## src/rtl/pc_seq_pkg.sv

```systemverilog
// Shared types and constants for the pc_sequencer block and the program counter it steers.
package pc_seq_pkg;

  localparam int DEFAULT_ADDR_W    = 24;
  localparam int DEFAULT_RAS_DEPTH = 8;

  typedef enum logic [1:0] {
    IDLE  = 2'd0,
    FETCH = 2'd1,
    EXEC  = 2'd2,
    HALT  = 2'd3
  } state_t;

  // pc_control encodings, decoded identically by the program counter
  localparam logic [1:0] PC_HOLD   = 2'b00;
  localparam logic [1:0] PC_INC    = 2'b01;
  localparam logic [1:0] PC_BRANCH = 2'b10;
  localparam logic [1:0] PC_JUMP   = 2'b11;

endpackage

```

## src/rtl/pc_sequencer_return_stack.sv

```systemverilog
// Circular return-address stack; a push when full silently overwrites the oldest entry.
module return_stack #(
  parameter int W     = 24,
  parameter int DEPTH = 8
) (
  input  logic         clk,
  input  logic         reset,
  input  logic         push,
  input  logic         pop,
  input  logic [W-1:0] push_data,
  output logic [W-1:0] data,
  output logic         empty,
  output logic         full
);

  localparam int PTR_W = $clog2(DEPTH);
  localparam logic [PTR_W:0] MAX_COUNT = (PTR_W + 1)'(DEPTH);

  logic [W-1:0]     mem [DEPTH];
  logic [PTR_W-1:0] ptr;
  logic [PTR_W:0]   count;

  assign empty = (count == '0);
  assign full  = (count == MAX_COUNT);
  assign data  = mem[ptr - PTR_W'(1)];

  always_ff @(posedge clk) begin
    if (push) begin
      mem[ptr] <= push_data;
    end
  end

  // count saturates at DEPTH so that wrapped-over entries are never popped twice
  always_ff @(posedge clk) begin
    if (reset) begin
      ptr   <= '0;
      count <= '0;
    end else if (push) begin
      ptr <= ptr + PTR_W'(1);
      if (!full) begin
        count <= count + (PTR_W + 1)'(1);
      end
    end else if (pop && !empty) begin
      ptr   <= ptr - PTR_W'(1);
      count <= count - (PTR_W + 1)'(1);
    end
  end

endmodule

```

## src/rtl/pc_sequencer.sv

```systemverilog
// Fetch/execute sequencer driving the program counter; define PC_SEQUENCER_RAS_EN
// to add a call/return stack (otherwise call acts as jump and ret is ignored).
module pc_sequencer
  import pc_seq_pkg::*;
#(
  parameter int ADDR_W    = DEFAULT_ADDR_W,
  parameter int RAS_DEPTH = DEFAULT_RAS_DEPTH
) (
  input  logic              clk,
  input  logic              reset,
  input  logic              start,
  input  logic              halt,
  input  logic [ADDR_W-1:0] pc_in,
  input  logic              imem_ready,
  input  logic              exec_done,
  input  logic              jump_valid,
  input  logic              branch_taken,
  input  logic [ADDR_W-1:0] jump_target,
  input  logic [ADDR_W-1:0] branch_target,
  input  logic              call_valid,
  input  logic              ret_valid,
  output logic [1:0]        pc_control,
  output logic [ADDR_W-1:0] branch_addr,
  output logic [ADDR_W-1:0] jump_addr,
  output logic              imem_req,
  output logic [31:0]       retired,
  output logic              ras_error
);

  state_t state, next_state;
  logic   retire;

  // halt outranks exec_done, so a halting instruction never retires
  assign retire = (state == EXEC) && !halt && exec_done;

  always_ff @(posedge clk) begin
    if (reset) begin
      state <= IDLE;
    end else begin
      state <= next_state;
    end
  end

  always_comb begin
    next_state = state;
    unique case (state)
      IDLE:  if (start) next_state = FETCH;
      FETCH: if (imem_ready) next_state = EXEC;
      EXEC: begin
        if (halt) next_state = HALT;
        else if (exec_done) next_state = FETCH;
      end
      HALT:  next_state = HALT;
    endcase
  end

`ifdef PC_SEQUENCER_RAS_EN
  logic              ras_push, ras_pop, ras_empty, ras_full;
  logic [ADDR_W-1:0] ras_data;
  logic              unused_ras;

  assign ras_pop    = retire && ret_valid;
  assign ras_push   = retire && !ret_valid && call_valid;
  assign unused_ras = ras_full;

  return_stack #(
    .W     (ADDR_W),
    .DEPTH (RAS_DEPTH)
  ) u_return_stack (
    .clk       (clk),
    .reset     (reset),
    .push      (ras_push),
    .pop       (ras_pop),
    .push_data (pc_in + ADDR_W'(1)),
    .data      (ras_data),
    .empty     (ras_empty),
    .full      (ras_full)
  );

  always_ff @(posedge clk) begin
    if (reset) begin
      ras_error <= 1'b0;
    end else if (ras_pop && ras_empty) begin
      ras_error <= 1'b1;
    end
  end
`else
  logic unused_ras;

  assign unused_ras = ^{pc_in, ret_valid, RAS_DEPTH[0]};
  assign ras_error  = 1'b0;
`endif

  assign imem_req    = (state == FETCH);
  assign branch_addr = branch_target;

  always_comb begin
    pc_control = PC_HOLD;
    jump_addr  = jump_target;
    if (retire) begin
`ifdef PC_SEQUENCER_RAS_EN
      if (ret_valid) begin
        pc_control = PC_JUMP;
        jump_addr  = ras_empty ? '0 : ras_data;
      end else
`endif
      if (call_valid || jump_valid) begin
        pc_control = PC_JUMP;
      end else if (branch_taken) begin
        pc_control = PC_BRANCH;
      end else begin
        pc_control = PC_INC;
      end
    end
  end

  always_ff @(posedge clk) begin
    if (reset) begin
      retired <= '0;
    end else if (retire) begin
      retired <= retired + 32'd1;
    end
  end

endmodule
```

## config.mk

```make
export PLATFORM = sky130hd
export DESIGN_NAME = pc_sequencer
export DESIGN_NICKNAME = d
export VERILOG_FILES = /design/src/rtl/pc_seq_pkg.sv /design/src/rtl/pc_sequencer_return_stack.sv /design/src/rtl/pc_sequencer.sv
export SDC_FILE = /design/constraint.sdc
export NUM_CORES = 1
export LEC_CHECK = 0
export CORE_MARGIN = 3
export CORE_UTILIZATION = 33
export DETAILED_ROUTE_END_ITERATION = 10
export PLACE_DENSITY_LB_ADDON = 0.3
export SYNTH_ARGS = -nofsm -noshare
export SYNTH_HDL_FRONTEND = slang
export SYNTH_SLANG_ARGS = --single-unit
```

## constraint.sdc

```tcl
create_clock -name clk -period 2.41 [get_ports clk]
set_input_delay 0.241 -clock clk [delete_from_list [all_inputs] [get_ports clk]]
set_output_delay 0.241 -clock clk [all_outputs]
set_load 0.1 [all_outputs]
```

==> results_dict.tcl, run 1 <==
set metrics [dict create \
    netlist_instances 255 \
    r2r_slack_ns 0.37 \
    gp_congestion 0.7427 \
    final-max-slew-violation-count 0 \
    worst_pin_slew_ns 0.5188 \
    fp-row-count 28 \
    core_um2 6026 \
    synth_edf_count 0 \
    totalWireLength_um 4408 \
    period_share 0.8468 \
    p_per_area_nw_per_um2 462.6 \
    dp_hpwl_um 3101 \
    synth_area_um2 2083 \
    tns_ns 0 \
    first_global_vias 1579 \
    clock_skew_ns 0.003542 \
    n_fill_cell 632 \
    htree_levels 2 \
    drc 0 \
    required_ns 2.58 \
    antenna_found_initial 0 \
    areaGrowthSynthToFinish_pct 7.808 \
    end_kind "register" \
    die_x_um 85.46 \
    syn_avg_cell_area_um2 8.170 \
    cap_violations 0 \
    rsz0062_at_grt "false" \
    cts_resized 0 \
    numCtsBuffers 5 \
    drt-initial-drc-count 99 \
    synthArstFlopShare 0 \
    setup_viol 0 \
    ant_nets 0 \
    synth_top_flop_cell "dfxtp_1" \
    die_h_um 85.46 \
    min_path_type "in -> out" \
    wire_per_inst_um 13.65 \
    grt-ovfl-total 0 \
    cp.buffers_inverters 0 \
    dp_cells 316 \
    ys_seq_area_frac 0.3267 \
    power_leakage_nw 0.7685 \
    preCtsSetupSlack_ns 0.1249 \
    yosys-top-cells-area "dfxtp_1 (33%), buf_4 (18%), or4_1 (5.8%)" \
    slew_headroom 0.6530 \
    status "complete, no violations" \
    start_kind "register" \
    hold_buffers 0 \
    grt_pass1_wl_um 7293 \
    drive_above_1_share 0.2823 \
    ys_types 34 \
    hold_violations 0 \
    io_pins 166 \
    synth_warnings 0 \
    viasPerCell 5.310 \
    yosysMostFrequentCell "buf_4" \
    synth_seq_cells 34 \
    syn_nets 338 \
    ir_worst_vdd_mv 0.1855 \
    root_buffer "clkbuf_8" \
    grt_max_degree 24 \
    path_max_fanout 19 \
    path_clk_slew_ns 0.06 \
    final_cells 323 \
    cts_max_path_buffers 2 \
    io_buffers 43 \
    cp_slowest_cell "or3_4" \
    cts_setup_buffers 0 \
    clock.fmax_mhz 490.0 \
    critPathMaxStageDelay_ns 0.52 \
    arrival_ns 2.21 \
    worst_slack_ns 0.3693 \
    timing.final.crit_period_ns 2.041 \
    vias 1715 \
    clk_latency_ns 0.28 \
    numClockSinks 34 \
    diodes 0 \
    tritoncts "done" \
    cp_top_family "simple AND/OR/NAND/NOR gates" \
    synth_top_area_frac 0.3267 \
    critical_path_class "reg -> reg" \
    yosysTopAreaCell "dfxtp_1" \
    start_util 0.3457 \
    nets 331 \
    fp.dieArea_um2 7303 \
    track_usage 0.1210 \
    first_pass_iters 4 \
    worstPathCellList "ha_1 -> nand3_1 -> or3_4 -> nor4_1 -> mux2_2" \
    yosys-top-cells-count "buf_4 (49), dfxtp_1 (34), a21oi_1 (23)" \
]
==> stage by stage <==
stage          instance area (um2)  hold slack (ns)  total power [mW]    util
2_1_floorplan                 2106           0.4060             1.008       -
3_3_place_gp                  2170           0.4815            0.6598  0.3601
6_report                      2246           0.4820             1.039  0.3727
3_5_place_dp                  2170           0.4827            0.6601  0.3601
4_1_cts                       2246           0.4827             1.053  0.3727
5_1_grt                       2246           0.4821             1.078  0.3727
==> power breakdown <==
group,internal [mW],switching (mW)
registers,0.565,0.00516
clock network,0.199,0.193
logic,0.0274,0.0494
==> flip-flops by register name, summed over array words and instances, names as in the netlist <==
register  cells
retired      32
state         2
==> cell families (layout without fill, tap and decap cells) <==
group | Yosys count | after routing | synth area share
other | 1 | 1 | 0.001800
buffers and inverters | 66 | 59 | 0.2162
AOI/OAI and AO/OA | 45 | 45 | 0.1285
muxes | 3 | 3 | 0.01622
DFF | 34 | 34 | 0.3267
xor gates and xnor gates | 8 | 8 | 0.03363
adders and majority gates | 1 | 1 | 0.006005
and+or+nand+nor | 97 | 97 | 0.2709
==> final timing paths <==
check                                  startpoint               to  cells past startpoint
worst max-delay path                   retired[0]      retired[28]                      5
worst max register to register         retired[0]      retired[28]                      5
worst min-delay path            branch_target[13]  branch_addr[13]                      0
worst min register to register        retired[26]      retired[26]                      2
==> routing by layer <==
| metal | wire length, um | global-route usage |
|---|---|---|
| met5 | 0 | 0 |
| met4 | 57 | 0.04748 |
| met3 | 369 | 0.04660 |
| met2 | 1947 | 0.1843 |
| met1 | 2034 | 0.1537 |
==> layout by cell type, fill, tap and decap left out, drive strengths merged <==
master	n
a211oi	1
a21oi	23
a22oi	1
and2	2
and3	3
and4	3
and4bb	1
buf	40
clkbuf	7
clkdlybuf4s50	8
conb	1
dfxtp	34
ha	1
inv	4
mux2	3
nand2	14
nand3	12
nand4	9
nand4bb	1
nor2	17
nor2b	4
nor3	3
nor4	5
o21ai	5
o31ai	15
or3	6
or4	17
xnor2	4
xor2	4
==> cell type report <==
type | instances | area, um2 | share of cell area
multi-input combinational | 155 | 952.2 | 0.4240
sequential | 34 | 703.2 | 0.3131
tap | 75 | 93.84 | 0.04178
timing repair buffer | 48 | 405.4 | 0.1805
clock buffer | 7 | 76.32 | 0.03398
inverter | 4 | 15.01 | 0.006685
(Power assumes the default switching activity.)
==> run 2: changes to the inputs <==
--- a/config.mk
+++ b/config.mk
@@ -6,7 +6,7 @@
 export NUM_CORES = 1
 export LEC_CHECK = 0
 export CORE_MARGIN = 3
-export CORE_UTILIZATION = 33
+export CORE_UTILIZATION = 30
 export DETAILED_ROUTE_END_ITERATION = 10
 export PLACE_DENSITY_LB_ADDON = 0.3
 export SYNTH_ARGS = -nofsm -noshare
==> constraint.sdc (replaced) <==
create_clock -name clk -period 1.75 [get_ports clk]
set_input_delay 0.175 -clock clk [delete_from_list [all_inputs] [get_ports clk]]
set_output_delay 0.175 -clock clk [all_outputs]
set_load 0.1 [all_outputs]
==> run 2 against run 1 <==
Compared with the run above:
- via count up 12%
- critical path type unchanged
- die area up 9.3%
- wire length up 23%
- maximum frequency up 13%
- largest power group unchanged
- first-iteration DRC count down 44%
- the run now ends with setup timing left
- sequential power up 31%
==> results_dict.tcl, run 2 (same netlist as run 1, synthesis figures left out) <==
set metrics [dict create \
    io_pins 166 \
    start_kind "register" \
    clkPwrFrac 0.437 \
    first_global_vias 1856 \
    end_kind "register" \
    swShare 0.2389 \
    wire_per_inst_um 14.85 \
    combinationalPowerShare 0.089 \
    required_ns 1.92 \
    seqPwrFrac 0.475 \
    path_max_fanout 6 \
    ir_worst_vdd_mv 0.3088 \
    n_fill_cell 671 \
    p_per_area_nw_per_um2 537.7 \
    total_power_mw 1.578 \
    cp_slowest_cell "or4_4" \
    hold_violations 0 \
    tns_ns -0.3069 \
    die_x_um 89.33 \
    start_util 0.3190 \
    first_pass_iters 4 \
    io_buffers 43 \
    track_usage 0.1402 \
    clk_latency_ns 0.29 \
    power_leakage_nw 1.045 \
    hold_end "branch_addr[0]" \
    tritoncts "done" \
    whs_path_depth 0 \
    drive_above_1_share 0.5660 \
    top_register "retired" \
    internal_power_mw 1.201 \
    min_path_type "in -> out" \
    preCtsSetupSlack_ns -0.3484 \
    areaGrowthSynthToFinish_pct 40.90 \
    path_clk_slew_ns 0.07 \
    nets 370 \
    p_switching_mw 0.3771 \
    worstPathCellList "nand3_4 -> or4_4 -> nor4_2 -> mux2_2" \
    dp_cells 350 \
    largest_reg_flops 32 \
    diodes 0 \
    layout_common_cells "buf_4 (67), dfxtp_4 (22), nor2_1 (16)" \
    cap_violations 0 \
    fp.dieArea_um2 7980 \
    die_h_um 89.33 \
    numClockSinks 34 \
    cts_max_path_buffers 2 \
    rsz0062_at_grt "true" \
    final_common_cell "buf_4" \
    arrival_ns 1.99 \
    gp_congestion 0.7927 \
    antenna_found_initial 0 \
    viasPerCell 5.260 \
    core_um2 6531 \
    drt-initial-drc-count 55 \
    fp-row-count 29 \
    rr_endpoint "retired[31]" \
    htree_levels 2 \
    ant_nets 0 \
    grt_pass1_wl_um 8797 \
    grt-ovfl-total 0 \
    vias 1920 \
    top_regs "retired: 32 flops, state: 2 flops" \
    r2r_slack_ns -0.06 \
    period_share 1.035 \
    root_buffer "clkbuf_8" \
    totalWireLength_um 5419 \
    setup_viol 7 \
    dp_hpwl_um 3705 \
    violations "setup timing" \
    status "complete, but fails checks" \
    numCtsBuffers 5 \
    timing.final.crit_period_ns 1.810 \
    clock.fmax_mhz 552.3 \
    final_cells 365 \
    fin_area_um2 2935 \
    r2r_cells 4 \
    grt_max_degree 16 \
    final-max-slew-violation-count 0 \
    worst_slack_ns -0.06048 \
    critical_path_class "reg -> reg" \
    postPlaceCellArea_um2 2567 \
    hold_buffers 0 \
    r2r_start "retired[17]" \
    drc 0 \
    hold_start "branch_target[0]" \
    critPathMaxStageDelay_ns 0.62 \
    clock_skew_ns 0.006200 \
]
## run 2: cell count changes in the layout (fill, tap and decap cells not counted), moves of 6 or more
cell	change
buf_4	+29
dfxtp_4	+22
dfxtp_1	-14
a21oi_1	-11
a21oi_2	+11
or4_4	+10
dfxtp_2	-8
or4_1	-8
nand3_1	-6
## run 2: worst max path at each step
stage          slack, ns  depth (start not counted)   startpoint           to
4_1_cts            -0.07                          4  retired[17]  retired[29]
6_report           -0.06                          4  retired[17]  retired[31]
2_1_floorplan      -0.31                          5   retired[9]  retired[29]
3_5_place_dp       -0.35                          5         halt  retired[28]
3_3_place_gp       -0.34                          5         halt  retired[28]
5_1_grt            -0.12                          4  retired[17]  retired[31]
## run 2: stage by stage
stage | hold slack [ns] | utilization
floorplan | 0.3400 | -
global placement | 0.3507 | 0.3931
detailed placement | 0.3507 | 0.3931
CTS | 0.3507 | 0.4239
global route | 0.3501 | 0.4494
finish | 0.3500 | 0.4494
## run 2: power by group through the flow
stage | clock [mW] | sequential, mW | combinational (mW)
global placement | 0 | 0.765 | 0.133
CTS | 0.719 | 0.748 | 0.137
detailed placement | 0 | 0.765 | 0.134
finish | 0.689 | 0.749 | 0.140
global route | 0.749 | 0.749 | 0.150
floorplan | 0 | 0.772 | 0.585
## run 2: routing by layer
layer	vias up	global-route usage	wire [um]
met5	-	0	0
met4	0	0.05413	76
met3	7	0.03871	302
met2	49	0.2304	2598
met1	920	0.1737	2440
li1	944	-	-
## run 2: repair_timing
item,4_1_cts,5_1_grt
resized for setup,13,33
gates cloned,3,0
buffers inserted,1,3
pin swaps,2,5
setup endpoints to repair,16,20
## run 2: area by class of cell
type | count | area, um2 | area share
clock buffer | 8 | 110.1 | 0.03751
inverter | 4 | 15.01 | 0.005115
multi-input combinational | 158 | 1217 | 0.4147
sequential | 34 | 775.7 | 0.2643
tap | 77 | 96.34 | 0.03282
timing repair buffer | 84 | 720.7 | 0.2455
## run 2: critical path: cells and delay by family, from the launching register on
family	cells	cell delay (ns)
mux	1	0.36
simple gates	3	0.98
flops	1	0.36
==> run 3: changes to the inputs <==
--- a/config.mk
+++ b/config.mk
@@ -5,7 +5,6 @@
 export SDC_FILE = /design/constraint.sdc
 export NUM_CORES = 1
 export LEC_CHECK = 0
-export CORE_MARGIN = 3
 export CORE_UTILIZATION = 30
 export DETAILED_ROUTE_END_ITERATION = 10
 export PLACE_DENSITY_LB_ADDON = 0.3
==> run 3 against run 2 <==
Compared with the run above:
- the flow still finishes with violations (setup timing)
- via count up 3.0%
- hold slack about the same
- sequential share of layout area about the same
- highest routed layer unchanged
==> results_dict.tcl, run 3 (same netlist as run 1, synthesis figures left out) <==
set metrics [dict create \
    status "complete, but fails checks" \
    violations "setup timing" \
    path_max_fanout 6 \
    critPathLaunch "retired[5]" \
    numClockSinks 34 \
    r2r_cells 4 \
    grt_max_degree 18 \
    r2r_start "retired[5]" \
    period_share 1.054 \
    r2r_slack_ns -0.09 \
    path_clk_slew_ns 0.06 \
    dp_cells 353 \
    die_x_um 85.33 \
    gp_congestion 0.7180 \
    end_kind "register" \
    fin_util 0.4352 \
    top_regs "retired: 32 flops, state: 2 flops" \
    critical_path_class "reg -> reg" \
    cp_slowest_cell "or4_4" \
    worst_pin_slew_ns 0.5476 \
    final_common_cell "buf_4" \
    track_usage 0.1503 \
    totalWireLength_um 5660 \
    rsz0062_at_grt "true" \
    arrival_ns 2.02 \
    grt-ovfl-total 0 \
    largest_reg_flops 32 \
    io_pins 166 \
    rr_endpoint "retired[31]" \
    worst_slack_ns -0.09423 \
    fp-row-count 30 \
    timing.final.crit_period_ns 1.844 \
    diodes 0 \
    required_ns 1.92 \
    final_cells 374 \
    total_power_mw 1.457 \
    power_leakage_nw 1.061 \
    cap_violations 0 \
    p_per_area_nw_per_um2 495.6 \
    layout_common_cells "buf_4 (69), dfxtp_4 (23), nor2_1 (16), a21oi_1 (16), nand2_1 (14)" \
    clock.fmax_mhz 542.2 \
    root_buffer "clkbuf_8" \
    tns_ns -0.4214 \
    start_kind "register" \
    critPathMaxStageDelay_ns 0.60 \
    dp_hpwl_um 3610 \
    clk_latency_ns 0.29 \
    htree_levels 2 \
    whs_ns 0.3500 \
    drc 0 \
    io_buffers 43 \
    vias 1977 \
    cts_max_path_buffers 2 \
    fp.dieArea_um2 7281 \
    wire_per_inst_um 15.13 \
    hold_violations 0 \
    crit_cells 4 \
    clock_skew_ns 0.007738 \
    min_path_type "in -> out" \
    first_global_vias 1802 \
    cp.buffers_inverters 0 \
    fin_area_um2 2940 \
    postPlaceCellArea_um2 2571 \
    slew_headroom 0.6338 \
    grt_pass1_wl_um 8707 \
    areaGrowthSynthToFinish_pct 41.14 \
    worstPathCellList "nand3_4 -> or4_4 -> nor4_2 -> mux2_2" \
    antenna_found_initial 0 \
    cp_top_family "simple AND/OR/NAND/NOR gates" \
    ir_worst_vdd_mv 0.2446 \
    die_h_um 85.33 \
    nets 376 \
    setup_viol 8 \
    first_pass_iters 5 \
    n_fill_cell 676 \
    drt-initial-drc-count 86 \
    cp-endpoint "retired[31]" \
    final-max-slew-violation-count 0 \
    top_register "retired" \
    numCtsBuffers 5 \
    viasPerCell 5.286 \
    ant_nets 0 \
    preCtsSetupSlack_ns -0.4099 \
    tritoncts "done" \
    drive_above_1_share 0.5408 \
    start_util 0.3083 \
    core_um2 6756 \
]
## run 3: layer usage
metal | GRT usage | vias up | wire length, um
li1 | - | 957 | -
met1 | 0.1941 | 948 | 2443
met3 | 0.04280 | 14 | 335
met2 | 0.2412 | 58 | 2792
met5 | 0 | - | 0
met4 | 0.05000 | 0 | 88
## run 3: cell type report
type                            instances  area, um2  share of cell area
Clock inverter                          2      8.758            0.002979
Timing Repair Buffer                   89      767.0              0.2609
Clock buffer                            6      72.57             0.02468
Tap cell                               80      100.1             0.03404
Inverter                                4      15.01            0.005106
Sequential cell                        34      778.2              0.2647
Multi-Input combinational cell        159       1199              0.4077
## run 3: worst reg2reg max path, delay by kind of cell (launching register included)
family | cells | cell delay [ns]
flip-flops | 1 | 0.36
AND/OR/NAND/NOR | 3 | 1.01
multiplexers | 1 | 0.37
## run 3: what timing repair did
| item | 4_1_cts | 5_1_grt |
|---|---|---|
| gates resized for setup | 7 | 35 |
| setup buffers | 0 | 8 |
| hold buffers | 0 | 0 |
| cloned | 3 | 2 |
| pin swaps | 1 | 19 |
| endpoints found under the setup margin | 14 | 19 |
## run 3: how the worst min path moves through the flow
stage | startpoint | endpoint | cells past startpoint
CTS | jump_target[0] | jump_addr[0] | 0
global placement | jump_target[0] | jump_addr[0] | 0
floorplan | imem_ready | state[1] | 2
finish | branch_target[16] | branch_addr[16] | 0
global route | branch_target[7] | branch_addr[7] | 0
detailed placement | jump_target[0] | jump_addr[0] | 0
## run 3: report_power, final
group / leakage, nW / switching, mW / internal [mW]
clock network: 0.0426 / 0.284 / 0.273
logic: 0.722 / 0.0831 / 0.0673
registers: 0.297 / 0.00457 / 0.744
